### src/rtl/shift_pkg.sv
// Shared encodings for the multi-cycle shift sequencer.
package shift_pkg;

  localparam int SHIFT_MAX_AMT = 32;

  typedef enum logic [1:0] {
    SHIFT_LEFT             = 2'd0,
    SHIFT_RIGHT_LOGICAL    = 2'd1,
    SHIFT_RIGHT_ARITHMETIC = 2'd2,
    SHIFT_RESERVED         = 2'd3
  } shift_op_e;

  typedef enum logic [1:0] {
    IDLE  = 2'd0,
    SHIFT = 2'd1,
    DONE  = 2'd2
  } state_e;

endpackage

### src/rtl/shift_step.sv
// One combinational shift step: 32 bits by 0..STEP with op-dependent fill.
module shift_step
  import shift_pkg::*;
#(
  parameter int STEP = 4,
  parameter int AW   = $clog2(STEP + 1)
) (
  input  logic [31:0]   i_a,
  input  logic [AW-1:0] i_amt,
  input  logic [1:0]    i_op,
  output logic [31:0]   o_y
);

  // Arithmetic right keeps replicating bit 31, so the latched sign survives every step.
  always_comb begin
    o_y = i_a;
    case (i_op)
      SHIFT_LEFT:             o_y = i_a << i_amt;
      SHIFT_RIGHT_LOGICAL:    o_y = i_a >> i_amt;
      SHIFT_RIGHT_ARITHMETIC: o_y = 32'($signed(i_a) >>> i_amt);
      default:                o_y = i_a;
    endcase
  end

endmodule

### src/rtl/shift_sequencer.sv
// Multi-cycle shifter: consumes up to STEP bits of the shift amount per clock.
// Optional macro SHIFT_EARLY_EXIT_EN: leave SHIFT as soon as the working value
// already equals its fill pattern (same result, shorter latency).
module shift_sequencer
  import shift_pkg::*;
#(
  parameter int STEP  = 4,
  parameter int WIDTH = 32
) (
  input  logic             clk,
  input  logic             rst_n,
  input  logic             start,
  input  logic [WIDTH-1:0] in_a,
  input  logic [WIDTH-1:0] in_b,
  input  logic [1:0]       shift_op,
  input  logic             abort,
  output logic             busy,
  output logic             done,
  output logic [WIDTH-1:0] result
);

  localparam int AW = $clog2(STEP + 1);

  state_e      r_state, w_next;
  logic [5:0]  r_rem;
  logic [1:0]  r_op;
  logic [31:0] r_work, r_result;
  logic [5:0]  w_sat;
  logic [AW-1:0] w_amt;
  logic [31:0] w_shifted;
  logic        w_accept, w_last;

  // Any amount with a bit at or above bit 5 set is >= 32 and saturates.
  assign w_sat    = (|in_b[31:5]) ? 6'(SHIFT_MAX_AMT) : {1'b0, in_b[4:0]};
  assign w_accept = (r_state == IDLE) && start && !abort;
  assign w_amt    = (r_rem < 6'(STEP)) ? r_rem[AW-1:0] : AW'(STEP);
  assign w_last   = (r_rem <= 6'(STEP));

`ifdef SHIFT_EARLY_EXIT_EN
  logic w_fill_match;
  assign w_fill_match = (r_op == SHIFT_RIGHT_ARITHMETIC) ? (r_work == {32{r_work[31]}})
                                                         : (r_work == 32'd0);
`endif

  shift_step #(.STEP(STEP), .AW(AW)) u_step (
    .i_a   (r_work),
    .i_amt (w_amt),
    .i_op  (r_op),
    .o_y   (w_shifted)
  );

  // Next-state: abort wins everywhere outside IDLE; DONE always lasts one cycle.
  always_comb begin
    w_next = r_state;
    case (r_state)
      IDLE: begin
        if (w_accept)
          w_next = (w_sat == 6'd0 || shift_op == SHIFT_RESERVED) ? DONE : SHIFT;
      end
      SHIFT: begin
        if (abort)       w_next = IDLE;
        else if (w_last) w_next = DONE;
`ifdef SHIFT_EARLY_EXIT_EN
        else if (w_fill_match) w_next = DONE;
`endif
      end
      DONE:    w_next = IDLE;
      default: w_next = IDLE;
    endcase
  end

  // State, working register, remaining count and committed result.
  always_ff @(posedge clk or negedge rst_n) begin
    if (!rst_n) begin
      r_state  <= IDLE;
      r_rem    <= 6'd0;
      r_op     <= 2'd0;
      r_work   <= 32'd0;
      r_result <= 32'd0;
    end else begin
      r_state <= w_next;
      if (w_accept) begin
        r_work <= in_a;
        r_op   <= shift_op;
        r_rem  <= w_sat;
      end else if (r_state == SHIFT) begin
        r_work <= w_shifted;
        r_rem  <= r_rem - 6'(w_amt);
      end
      // Commit only a completed, non-aborted operation so the held value survives aborts.
      if (r_state == DONE && !abort)
        r_result <= r_work;
    end
  end

  assign busy   = (r_state == SHIFT);
  assign done   = (r_state == DONE) && !abort;
  assign result = done ? r_work : r_result;

endmodule

### config.mk
export PLATFORM = sky130hd
export DESIGN_NAME = shift_sequencer
export DESIGN_NICKNAME = d
export VERILOG_FILES = /design/src/rtl/shift_pkg.sv /design/src/rtl/shift_step.sv /design/src/rtl/shift_sequencer.sv
export SDC_FILE = /design/constraint.sdc
export NUM_CORES = 1
export LEC_CHECK = 0
export BUFFER_PORTS_ARGS = -buffer_cell sky130_fd_sc_hd__buf_2
export CAP_MARGIN = 10
export CORE_MARGIN = 5
export CORE_UTILIZATION = 55
export CTS_CLUSTER_DIAMETER = 60
export DETAILED_ROUTE_END_ITERATION = 10
export PLACE_DENSITY_LB_ADDON = 0.05
export SLEW_MARGIN = 15
export SYNTH_ARGS = -nofsm -noshare
export SYNTH_HDL_FRONTEND = slang
export SYNTH_SLANG_ARGS = --single-unit
### constraint.sdc
create_clock -name clk -period 4.4 [get_ports clk]
set_input_delay 0.44 -clock clk [delete_from_list [all_inputs] [get_ports clk]]
set_output_delay 0.44 -clock clk [all_outputs]
set_load 0.02 [all_outputs]
* Word level (Yosys, flattened, before mapping)
Cells that the tools add are included.
Cells by class: add/subtract/negate cells 1, $lt $le $gt $ge 2, equality and inequality tests 7, shifts and indexed selects 3, mux-type cells 13, reductions and logical operators 13
Operators by type and width (count):
- two-way mux 32 bit | 3
- one-hot mux 32 bit (3 select lines) | 1
- << shifter 32 x 3 -> 32 bit | 1
- right shift 32 x 3 -> 32 bit | 1
- >>> shifter 32 x 3 -> 32 bit | 1
- OR reduction 27 bit | 1
- two-way mux 6 bit | 3
- two-way mux 2 bit | 4
- == test 2 bit (second input constant) | 3
- less-or-equal comparator 6 x 3 -> 1 bit (second input constant) | 1
- logical NOT 6 bit | 1
- less-than comparator 6 x 3 -> 1 bit (second input constant) | 1
- subtractor 6 x 3 -> 6 bit | 1
- == test 2 x 1 -> 1 bit (second input constant) | 2
- logical NOT 2 bit | 2
- one-hot mux 2 bit (2 select lines) | 1
- AND reduction 2 bit | 2
- nonzero test 4 bit | 1
- logical AND 1 bit | 3
- two-way mux 3 bit | 1
- != test 3 x 2 -> 1 bit (second input constant) | 1
- != test 2 bit (second input constant) | 1
- nonzero test 2 bit | 1
- logical NOT 1 bit | 1
- logical OR 1 bit | 1
Storage, ports and cells: register bits after elaboration 74, input port bits 70, output and inout port bits 34, logic and storage cells 44

* Depth between registers and ports, before layout
depth in word-level cells 7, gate-level depth with buffers 11, depth with buffers taken out 7

* Hierarchy
From an unflattened synthesis, not the netlist that was laid out.
Second synthesis, totals: cell total of the unflattened synthesis 677, area total of the unflattened synthesis 5962.0 um^2
Modules (own cells, without submodules):
- shift_sequencer | instances 1, cells each 287, area each 3208.1 um^2, sequential area each 1851.8 um^2
- shift_step | instances 1, cells each 390, area each 2753.9 um^2, sequential area each 0.0 um^2

* Worst setup path after synthesis
Ideal clock, no wire load.
kind flip-flop to output port, from register r_state[0], to output result[22], arrival 1.933 ns, data required time 3.960 ns, path slack 2.027 ns, cell stages (with the launch flop) 5, buffers on the path 2, path through dfrtp_1 > buf_2 > nor3b_1 > clkbuf_1 > mux2_2
Between the ends: cells in the longest elaborated chain, start to end 3
Ends and longest elaborated chain:
- start, declared | RTL line shift_sequencer.sv:24 | state_e r_state, w_next;
- start signal, assigned | RTL line shift_sequencer.sv:81 | r_state <= w_next;
- == test 2 bit | RTL line shift_sequencer.sv:97 | assign done = (r_state == DONE) && !abort;
- logical AND 1 bit | RTL line shift_sequencer.sv:97
- net done | RTL line shift_sequencer.sv:18 | output logic done,
- two-way mux 32 bit
- end, declared | RTL line shift_sequencer.sv:19 | output logic [WIDTH-1:0] result
The timed path passes the listed nets, and every way through them passes these cells.

* Final worst setup path
from register r_op[0], to register r_work[26]
Between the ends: cells in the longest elaborated chain, start to end 4, elaborated cells between the ends (all ways) 8, classes of those cells eq/ne: 2; mux: 3; reduce/logical: 3
Ends and longest elaborated chain:
- start, declared | RTL line shift_sequencer.sv:26 | logic [1:0] r_op;
- start signal, assigned | RTL line shift_sequencer.sv:84 | r_op <= shift_op;
- == test 2 bit (tied with other cells) | RTL line shift_step.sv:17 | case (i_op)
- one-hot mux 32 bit (3 select lines) | RTL line shift_step.sv:17
- two-way mux 32 bit | RTL line shift_sequencer.sv:86 | end else if (r_state == SHIFT) begin
- two-way mux 32 bit | RTL line shift_sequencer.sv:82 | if (w_accept) begin
- end signal, assigned | RTL line shift_sequencer.sv:83 | r_work <= in_a;
- end signal, assigned | RTL line shift_sequencer.sv:87 | r_work <= w_shifted;
- end, declared | RTL line shift_sequencer.sv:27 | logic [31:0] r_work, r_result;
Several ways; a longest one is shown, not always the timed one. The select of a mux whose other input is x is not followed. A chain may end at the register's enable or synchronous reset.

==> metrics <==
Fin Hold WS 216 ps; r2r startpoint r_op[0]; Reg area 1860 um^2; DR pass1 iterations 6; commonest non-fill, non-tap cell in the layout buf_2; clock buffer count from CTS 9; core footprint 10400 um^2; wire length per cell after detailed routing 21.8 um; CTS Sinks 74; CTS H-tree depth 3; P_leak 2.53 nW; Crit. End Element register; Synth warnings 0; Max IR drop VDD 0.000330 V; upper clock frequency limit 343 MHz; ANT cells 0; CTS Hold Bufs 0; PortBufs 103; Final period util 0.662; multi-input logic area 3610 um^2; clk slew on worst S/H paths 80 ps; fin worst setup slack 1490 ps; worst slack, placed 1580 ps; starting density of the core 0.566; R2R Path End r_work[26]; CTS root buf clkbuf_8; cts repair resizes 0; fin cells 803; slew margin rel. 0.353; Syn Std Cell Area 5870 um^2; most frequent cells in the layout buf_2 (102), dfrtp_1 (72), a21oi_1 (46), nor2_1 (46), mux2_2 (44); Reg2Reg Depth 8; asr flop ratio synth 1.00; final hold violations 0; Vias 5469; Synthesized Nets 695; full die area 12800 um^2; P per Cell Area 698 nW/um^2; IO Pins 104; Mapped Cells 621; clk_lat worst skew 370 ps; EDFF count, synth 0; Post-Place Cells 787; area delta synth->final 10.5%; routed vias/inst 6.81; First DRT Iteration DRCs 562; CP Launch Type register; first-pass GRT wire length 28600 um; antenna violations before repair 0; status finished, final reports clean; Tot GR Track Use 0.275; Total Routed Length 17500 um; CP Data Required Time 4640 ps; vias in the first global route 5420; Top FF cell, synth dfrtp_1; post-route setup TNS 0 ps; CTS tree built; Setup CP Type reg2reg; maximum fanout along the worst path 10; postcts setup bufs 0; Die X 113 um; GPL Wtd Cong 0.909; post-route ant nets 0; Hold Path Class in2async; Worst R2R Setup Slack 1490 ps; final setup violation count 0; Nets 736; filler instances 918; Clock Tree Buf Depth 2; drt drc 0; Tmin final 2910 ps; # rows 37; Least-Margin Pin Slew 967 ps; layout cell share with drive strength beyond 1 0.334; GRT Residual Overflow 0; largest net degree at the start of global routing 75; max_cap viols 0; register bit total from synthesis 74; RSZ-0062 raised after global routing no; clock skew 10.5 ps; Mapped Avg Cell Area 9.46 um^2; CP Data Arrival Time 3160 ps; Netlist cell types 66; die extent in y 113 um; final slew viol count 0; Seq/Total Area, Yosys 0.315; Final HPWL DP 11100 um
area by class of cell:
type	instances	area share
clock buffers	11	0.0233
clock inverters	5	0.00945
inverters	8	0.00463
multi-input cells	454	0.556
flip-flops and latches	74	0.286
well taps	136	0.0262
repair buffers	115	0.0937
synth_stat cells, types with 4 or more instances:
master,instances,area (um^2)
clkbuf_1,50,188
a221o_1,8,80.1
inv_1,8,30.0
a221oi_1,12,105
a31oi_1,12,75.1
mux2i_1,27,270
nor4_1,11,68.8
a211oi_1,14,105
o22ai_1,13,81.3
nand2b_1,4,25.0
ha_1,4,50.1
buf_2,20,100
mux4_2,33,743
mux2_2,44,495
nor3_1,12,60.1
nand2_1,40,150
nor2_1,46,173
a21oi_1,46,230
dfrtp_1,74,1850
buf_4,6,45.0
or3_1,9,56.3
o21ai_0,36,180
nand3_1,8,40.0
a2111oi_0,5,43.8
and3_1,7,43.8
buf_1,5,18.8
buf_6,4,45.0
cell families after synthesis:
group	synth area share
buffers and inverters	0.0727
other	0.000639
and+or+nand+nor	0.132
adders and majority gates	0.00852
AOI/OAI and AO/OA	0.214
DFF	0.315
muxes	0.257
registers in the layout (all words and copies together) (netlist names):
name      count
r_result     32
r_work       32
r_rem         6
r_op          2
r_state       2
where the power goes:
part / switching (mW) / internal [mW] / leakage (nW) / total [mW]
combinational: 1.25 / 1.09 / 1.55 / 2.34
sequential: 0.618 / 0.989 / 0.878 / 1.61
clock: 0.285 / 0.295 / 0.0982 / 0.580
total: 2.16 / 2.37 / 2.53 / 4.53
layer usage:
metal | up-vias | wire (um) | track usage
met3 | 34 | 1260 | 0.0358
li1 | 2454 | - | -
met1 | 2710 | 7400 | 0.386
met5 | - | 0 | 0
met4 | 0 | 377 | 0.115
met2 | 271 | 8490 | 0.432
worst max-delay path, stage by stage, from the launching register on:
cell      delay [ps]
dfrtp_1          360
inv_1             80
ha_1             320
o21ai_1          760
buf_4            320
nor2_1           190
a221o_1          410
a211oi_1         210
o21ai_0          140
how the worst max path moves through the flow:
stage	end	slack [ps]	from	depth (start not counted)
floorplan	result[22]	2030	r_state[0]	4
global placement	r_work[26]	1620	r_op[0]	9
detailed placement	r_work[26]	1580	r_op[0]	8
CTS	r_work[26]	1560	r_op[0]	8
global route	r_work[26]	1330	r_op[0]	8
finish	r_work[26]	1490	r_op[0]	8
through the flow:
| stage | instance area [um^2] | utilization | power (mW) |
|---|---|---|---|
| 5_1_grt | 6490 | 0.626 | 4.81 |
| 6_report | 6490 | 0.626 | 4.53 |
| 3_5_place_dp | 6280 | 0.605 | 3.92 |
| 3_3_place_gp | 6280 | 0.605 | 3.86 |
| 4_1_cts | 6490 | 0.626 | 4.50 |
| 2_1_floorplan | 5870 | - | 3.29 |
(Power assumes the default switching activity.)
